[src/rtl/ps2_keycode_source.sv]
// ps2_keycode_source: PS/2 set-2 keyboard front end producing a {valid, ascii} key stream.
// Ports: clk        system clock
//        reset      synchronous active-low reset
//        ps2_clk    PS/2 clock pin (asynchronous)
//        ps2_data   PS/2 data pin (asynchronous)
//        keystrobe  consumer acknowledge level; clears keycode[7] on the next cycle
//        keycode    {valid, ascii[6:0]}; the last ascii is kept after the valid bit clears
//        frame_err  one-cycle pulse on parity error, stop-bit error or timeout abort
// Optional: define PS2_ARROW_KEYS_EN to map E0-prefixed arrow keys onto w/s/a/d.
module ps2_keycode_source #(
    parameter int FILTER_LEN = 4,
    parameter int TIMEOUT    = 50000
) (
    input  logic       clk,
    input  logic       reset,
    input  logic       ps2_clk,
    input  logic       ps2_data,
    input  logic       keystrobe,
    output logic [7:0] keycode,
    output logic       frame_err
);
    localparam int FW = $clog2(FILTER_LEN) + 1;
    localparam int TW = $clog2(TIMEOUT + 1);

    typedef enum logic [1:0] {IDLE, DATA, PARITY, STOP} state_t;

    logic [1:0]    clk_sync, data_sync;
    logic          clk_filt, data_filt;
    logic [FW-1:0] clk_cnt, data_cnt;
    logic          fe;
    state_t        state;
    logic [2:0]    bit_cnt;
    logic [7:0]    shift;
    logic          parity_ok;
    logic [TW-1:0] tcnt;
    logic          byte_valid;
    logic [7:0]    byte_q;
    logic          brk, ext;
    logic [6:0]    base_ascii, ext_ascii, ascii;

    // Synchronise, then only follow a line after FILTER_LEN consecutive differing samples.
    // fe is raised in the same cycle the filtered clock drops to 0.
    always_ff @(posedge clk) begin
        if (!reset) begin
            clk_sync  <= 2'b11;
            data_sync <= 2'b11;
            clk_filt  <= 1'b1;
            data_filt <= 1'b1;
            clk_cnt   <= '0;
            data_cnt  <= '0;
            fe        <= 1'b0;
        end else begin
            clk_sync  <= {clk_sync[0], ps2_clk};
            data_sync <= {data_sync[0], ps2_data};
            fe        <= 1'b0;
            if (clk_sync[1] == clk_filt)
                clk_cnt <= '0;
            else if (clk_cnt == FW'(FILTER_LEN - 1)) begin
                clk_filt <= clk_sync[1];
                clk_cnt  <= '0;
                fe       <= clk_filt;
            end else
                clk_cnt <= clk_cnt + FW'(1);
            if (data_sync[1] == data_filt)
                data_cnt <= '0;
            else if (data_cnt == FW'(FILTER_LEN - 1)) begin
                data_filt <= data_sync[1];
                data_cnt  <= '0;
            end else
                data_cnt <= data_cnt + FW'(1);
        end
    end

    // Frame receiver; the timeout counter saturates and only aborts a frame in progress.
    always_ff @(posedge clk) begin
        if (!reset) begin
            state      <= IDLE;
            bit_cnt    <= '0;
            shift      <= '0;
            parity_ok  <= 1'b0;
            tcnt       <= '0;
            byte_valid <= 1'b0;
            byte_q     <= '0;
            frame_err  <= 1'b0;
        end else begin
            byte_valid <= 1'b0;
            frame_err  <= 1'b0;
            if (fe) begin
                tcnt <= '0;
                case (state)
                    IDLE: if (!data_filt) begin
                        state   <= DATA;
                        bit_cnt <= '0;
                    end
                    DATA: begin
                        shift   <= {data_filt, shift[7:1]};
                        bit_cnt <= bit_cnt + 3'd1;
                        if (bit_cnt == 3'd7) state <= PARITY;
                    end
                    PARITY: begin
                        parity_ok <= ^{shift, data_filt};
                        state     <= STOP;
                    end
                    default: begin
                        byte_valid <= parity_ok & data_filt;
                        frame_err  <= ~(parity_ok & data_filt);
                        byte_q     <= shift;
                        state      <= IDLE;
                    end
                endcase
            end else begin
                if (tcnt != TW'(TIMEOUT)) tcnt <= tcnt + TW'(1);
                if (tcnt == TW'(TIMEOUT) && state != IDLE) begin
                    state     <= IDLE;
                    frame_err <= 1'b1;
                end
            end
        end
    end

    // Zero means "no translation"; none of the mapped ASCII codes is zero.
    always_comb begin
        base_ascii = byte_q == 8'h1D ? 7'h77 :
                     byte_q == 8'h1B ? 7'h73 :
                     byte_q == 8'h1C ? 7'h61 :
                     byte_q == 8'h23 ? 7'h64 :
                     byte_q == 8'h29 ? 7'h20 :
                     byte_q == 8'h2D ? 7'h72 :
                     byte_q == 8'h4D ? 7'h70 : 7'h00;
`ifdef PS2_ARROW_KEYS_EN
        ext_ascii  = byte_q == 8'h75 ? 7'h77 :
                     byte_q == 8'h72 ? 7'h73 :
                     byte_q == 8'h6B ? 7'h61 :
                     byte_q == 8'h74 ? 7'h64 : 7'h00;
`else
        ext_ascii  = 7'h00;
`endif
        ascii      = brk ? 7'h00 : ext ? ext_ascii : base_ascii;
    end

    // Prefix tracking and handshake; a new key load overrides a same-cycle clear.
    always_ff @(posedge clk) begin
        if (!reset) begin
            brk     <= 1'b0;
            ext     <= 1'b0;
            keycode <= 8'h00;
        end else begin
            if (keycode[7] && keystrobe) keycode[7] <= 1'b0;
            if (byte_valid) begin
                if (byte_q == 8'hE0)
                    ext <= 1'b1;
                else if (byte_q == 8'hF0)
                    brk <= 1'b1;
                else begin
                    brk <= 1'b0;
                    ext <= 1'b0;
                    if (ascii != 7'h00) keycode <= {1'b1, ascii};
                end
            end
        end
    end
endmodule

[config.mk]
export PLATFORM = sky130hd
export DESIGN_NAME = ps2_keycode_source
export DESIGN_NICKNAME = d
export VERILOG_FILES = /design/src/rtl/ps2_keycode_source.sv
export SDC_FILE = /design/constraint.sdc
export NUM_CORES = 1
export LEC_CHECK = 0
export ABC_CLOCK_PERIOD_IN_PS = 2100
export BUFFER_PORTS_ARGS = -buffer_cell sky130_fd_sc_hd__buf_2
export CELL_PAD_IN_SITES_DETAIL_PLACEMENT = 1
export CELL_PAD_IN_SITES_GLOBAL_PLACEMENT = 1
export CORE_MARGIN = 1
export CORE_UTILIZATION = 49
export CTS_BUF_LIST = sky130_fd_sc_hd__clkbuf_8
export DETAILED_ROUTE_END_ITERATION = 8
export PLACE_DENSITY = 0.86
export SETUP_SLACK_MARGIN = 0.05
export SLEW_MARGIN = 20
export SYNTH_ARGS = -nofsm -noshare
export SYNTH_HDL_FRONTEND = slang
export SYNTH_SLANG_ARGS = --single-unit
[constraint.sdc]
create_clock -name clk -period 2.1 [get_ports clk]
set_clock_uncertainty 0.2 [all_clocks]
set_input_delay 0.42 -clock clk [delete_from_list [all_inputs] [get_ports clk]]
set_output_delay 0.42 -clock clk [all_outputs]
set_load 0.1 [all_outputs]
# Word-level counts from Yosys, hierarchy flattened
# Cells that the tools add are included.
[classes]
n_addsub = 4
n_eq_ne = 22
n_mux = 27
bitwise = 10
n_reduce_logical = 24
[op_table]
columns = ["op", "count"]
rows = [
  ["$mux 7", 9],
  ["$mux 8", 4],
  ["$eq 8x5->1 const B", 3],
  ["$eq 8x6->1 const B", 3],
  ["$add 16x1->16 const B", 1],
  ["$eq 16x16->1 const B", 1],
  ["$eq 8x8->1 const B", 2],
  ["$ne 16x16->1 const B", 1],
  ["$reduce_and 2->1", 7],
  ["$reduce_or 3->1", 4],
  ["$add 3x1->3 const B", 3],
  ["$not 1->1", 9],
  ["$reduce_xor 9->1", 1],
  ["$eq 8x7->1 const B", 1],
  ["$mux 2", 4],
  ["$mux 1", 7],
  ["$reduce_bool 7->1", 1],
  ["$eq 3x2->1 const B", 2],
  ["$ne 3x3->1 const B", 2],
  ["$pmux 2 s3", 1],
  ["$pmux 3 s2", 1],
  ["$reduce_and 3->1", 2],
  ["$reduce_bool 2->1", 3],
  ["$reduce_or 5->1", 1],
  ["other kinds (11)", 14],
]
[totals]
ff_bits = 63
inputBits = 5
wordCells = 106

# Logic depth before layout (Yosys ltp)
[logic_depth]
ltp_word = 15
depth_mapped = 7
ltp_nobuf = 7

# Least setup slack after synthesis
# Ideal clock, no wire load.
[synth_path]
path_type = "reg2reg"
startpoint = "register state[1]"
endpoint = "register state[1]"
arrival_time_ns = 1.451
required_ns = 1.782
path_slack_ns = 0.331
path_stages_with_launch = 8
period_less_slack_ns = 1.769
path_cell_list = "dfxtp_1 -> inv_1 -> ha_1 -> nand2_1 -> a2bb2oi_1 -> a21bo_2 -> a32oi_1 -> nor2b_1"
[synth_between]
elab_chain_cells = 4
elab_cells_between_ends = 11
[synth_lines]
columns = ["item", "line_no", "rtl"]
rows = [
  ["start: declaration", "31", "state_t state;"],
  ["start signal: assignment", "77", "state <= IDLE;"],
  ["start signal: assignment", "92", "state <= DATA;"],
  ["start signal: assignment", "98", "if (bit_cnt == 3'd7) state <= PARITY;"],
  ["branches (longest 4 deep; another with $ne 3x3->1)", "-", ""],
]
# Several ways; the timed one is not identified.
# A chain may end at the register's enable or synchronous reset.

# Worst setup path after layout
[layout_path]
startpoint = "register byte_q[0]"
endpoint = "register keycode[1]"
[layout_between]
elab_chain_cells = 12
elab_cells_between_ends = 22
[layout_lines]
columns = ["item", "line_no", "rtl"]
rows = [
  ["start: declaration", "37", "logic [7:0] byte_q;"],
  ["start signal: assignment", "107", "byte_q <= shift;"],
  ["$eq 8x7->1", "129", "byte_q == 8'h4D ? 7'h70 : 7'h00;"],
  ["$mux 7", "129", ""],
  ["$mux 7", "128", "byte_q == 8'h2D ? 7'h72 :"],
  ["$mux 7", "127", "byte_q == 8'h29 ? 7'h20 :"],
  ["$mux 7", "126", "byte_q == 8'h23 ? 7'h64 :"],
  ["$mux 7", "125", "byte_q == 8'h1C ? 7'h61 :"],
  ["$mux 7", "124", "byte_q == 8'h1B ? 7'h73 :"],
  ["$mux 7", "123", "base_ascii = byte_q == 8'h1D ? 7'h77 :"],
  ["$mux 7 (2 in series)", "138", "ascii = brk ? 7'h00 : ext ? ext_ascii : base_ascii;"],
  ["$reduce_bool 7->1", "157", "if (ascii != 7'h00) keycode <= {1'b1, ascii};"],
  ["$reduce_and 4->1 (no line)", "-", ""],
  ["end signal: assignment", "157", ""],
  ["end: declaration", "19", "output logic [7:0] keycode,"],
]
# Several ways; a longest one is shown, not always the timed one.

==> results.ini <==
[outcome]
status=finished clean

[grt]
grtUsageTotal_pct=21.99
grt_pass1_vias=2220
grt_pass1_wl_um=10360
grt.overflow.total=0
antenna_found_initial=0
grt_max_degree=26

[yosys]
async_reset_ff_share_pct=0
synth_area_leader_cell=dfxtp_1
synth-seq-cells=62
synth_nets=333
ys_dominant_reg_cell=dfxtp_1
postSynthCellCount=316
yosysMostFrequentCell=dfxtp_1
yosysWarnings=0
syn-cell-area_sq_mm=0.002838
synth.avg_cell_area_sq_um=8.980
ys_seq_area_share_pct=43.74
synth.area.top_cells=dfxtp_1, ha_1, nand2_1
synth_commonest_cells=dfxtp_1, nand2_1, nor2_1, nand3_1, a21boi_0
yosysUniqueCellTypes=51
synth-edff-count=0
netlist.area_leader.share_pct=43.74

[worst_setup_path]
crit_arrival_ps=2030
critical_path_required_ps=2170
end_kind=register
reg2regPathDepth=5
reg2reg_to=keycode[1]$_SDFFE_PN0P_
crit_fanout=6
crit_end=keycode[1]$_SDFFE_PN0P_
worstSetupPathType=reg -> reg
startpoint=byte_q[0]$_SDFFE_PN0P_
regToRegSetupSlack_ps=140
r2r-start=byte_q[0]$_SDFFE_PN0P_
startpoint_type=register

[route]
routed_via_density=5.362
remaining_drc_errors=0
drtIter0Drc=68
postRouteWirelength_um=6033
first_pass_iters=4
ant_nets=0
wire_per_inst_um=14.86
vias=2177

[timing]
fin_crit_ps=1957
setup_violations=0
maxSlewHeadroom_pct=64.55
tns_ps=0
fmax_mhz=510.9
rsz0062_at_grt=false
period_share_pct=93.21
whs_ps=62.52
tightest_slew_ps=530.5
report.final.hold_viol_count=0
slew_viol_final=0

[clock_tree]
clk_pin_slew_ps=70
ctsResizeCount=0
numCtsBuffers=9
clock_latency_ps=340
post-cts-setup-buffers=0
postCtsHoldBufs=0
cts.sinks=62
cts_tree=yes
htree_num_levels=3
cts_max_path_buffers=2
clockRootBuffer=clkbuf_8

[final_layout]
drive_gt1_share_pct=11.38
finalNetCount=349
stdcell_area_sq_mm=0.003141
antenna_cells=0
final_cells=406
syn_to_final_growth_pct=10.67
final.fill_count=692

[power]
ir_worst_vdd_mv=0.4942
p_int_w=0.001674
p_leak_nw=1.127
p_per_area_mw_per_mm2=684.5
swShare_pct=22.12
pwr-share-clk_pct=41.8
switchingPower_w=0.0004755
pwr-share-seq_pct=55.5
finalPower_w=0.002150
combPwrFrac_pct=2.7

[placed_design]
portBuffers=12
hpwl_um=4004
placed_cells=393
placedInstanceArea_sq_mm=0.002979
gp_congestion=0.8352

[die]
die_area_sq_mm=0.006100
rows=27
ios=14
dieHeight_um=78.10
dieWidth_um=78.10
coreArea_sq_mm=0.005540
initial_core_util_pct=51.22

[run]
drv_cap=0

[min_path]
hold_class=in -> reg

critical path, stage by stage (launching register included):
cell     delay (ps)
dfxtp_1         420
or3b_4          440
nor2_1          170
a41oi_2         190
a21oi_4         260
mux2i_1         210
power groups by stage:
stage,sequential (W),clock [W],combinational (W)
floorplan,0.00122,0,0.0000438
global placement,0.00122,0,0.0000537
detailed placement,0.00122,0,0.0000574
CTS,0.00119,0.000920,0.0000586
global route,0.00119,0.000983,0.0000638
finish,0.00119,0.000898,0.0000579
worst min-delay path by stage:
stage,slack (ps),from,cells after the start,end
4_1_cts,50,ps2_data,2,data_sync[0]$_SDFF_PN1_
3_3_place_gp,190,data_sync[0]$_SDFF_PN1_,1,data_sync[1]$_SDFF_PN1_
3_5_place_dp,210,data_sync[0]$_SDFF_PN1_,1,data_sync[1]$_SDFF_PN1_
5_1_grt,50,ps2_clk,2,clk_sync[0]$_SDFF_PN1_
6_report,60,ps2_data,2,data_sync[0]$_SDFF_PN1_
2_1_floorplan,190,clk_sync[0]$_SDFF_PN1_,1,clk_sync[1]$_SDFF_PN1_
through the flow:
step	setup WS (ps)	util, %
5_1_grt	95.43	56.68
4_1_cts	140.7	56.68
6_report	142.7	56.68
3_3_place_gp	258.1	53.77
3_5_place_dp	237.7	53.77
2_1_floorplan	330.6	-
area by class of cell:
type | count | area, sq um | area share (%)
clock buffers | 11 | 151.4 | 4.821
clock inverters | 2 | 10.01 | 0.3187
inverters | 12 | 45.04 | 1.434
multi-input cells | 228 | 1490 | 47.45
flip-flops and latches | 62 | 1241 | 39.52
well taps | 72 | 90.09 | 2.869
repair buffers | 19 | 112.6 | 3.586
placed cells by master, fill, tap and decap left out, drive strengths merged, types with 2 or more instances in the layout:
master / synthesis / layout
dfxtp: 62 / 62
nand2: 40 / 40
nor2: 25 / 25
nand3: 24 / 24
a21boi: 20 / 20
buf: 4 / 19
xor2: 14 / 14
inv: 12 / 12
ha: 12 / 12
clkbuf: 10 / 11
xnor2: 9 / 9
nand2b: 8 / 8
o21ai: 8 / 8
a21oi: 8 / 8
nor3: 7 / 7
or3: 5 / 5
nor2b: 4 / 4
mux2i: 4 / 4
nand4: 3 / 3
a32oi: 3 / 3
nand3b: 3 / 3
o21a: 3 / 3
o22ai: 3 / 3
nor4bb: 2 / 2
nand4b: 2 / 2
a211oi: 2 / 2
clkinv: 0 / 2
or3b: 2 / 2
metal layers:
metal	vias up	GRT usage [%]	part of all wire (%)
li1	1113	-	-
met1	1021	25.94	46
met2	28	36.93	48
met3	15	6.163	2.9
met4	0	10.00	2.4
met5	-	0	0
logic make-up after synthesis:
| family | count (synthesis) | share of synthesized area, % |
|---|---|---|
| AND/OR/NAND/NOR | 134 | 24.03 |
| flip-flops | 62 | 43.74 |
| AO/OA/AOI/OAI | 53 | 13.76 |
| buffers and inverters | 26 | 3.747 |
| XOR/XNOR | 24 | 7.893 |
| adder cells (fa/ha/maj) | 12 | 5.291 |
| multiplexers | 4 | 1.411 |
| other | 1 | 0.1321 |
flip-flops by register name, summed over array words and instances, names as in the netlist:
register,flops
clk_cnt,3
tcnt,16
bit_cnt,3
data_cnt,3
clk_filt,1
shift,8
parity_ok,1
state,2
ext,1
byte_q,8
fe,1
brk,1
data_filt,1
frame_err,1
data_sync,2
keycode,7
clk_sync,2
byte_valid,1
Note: power is estimated with default switching activity, not from simulation.
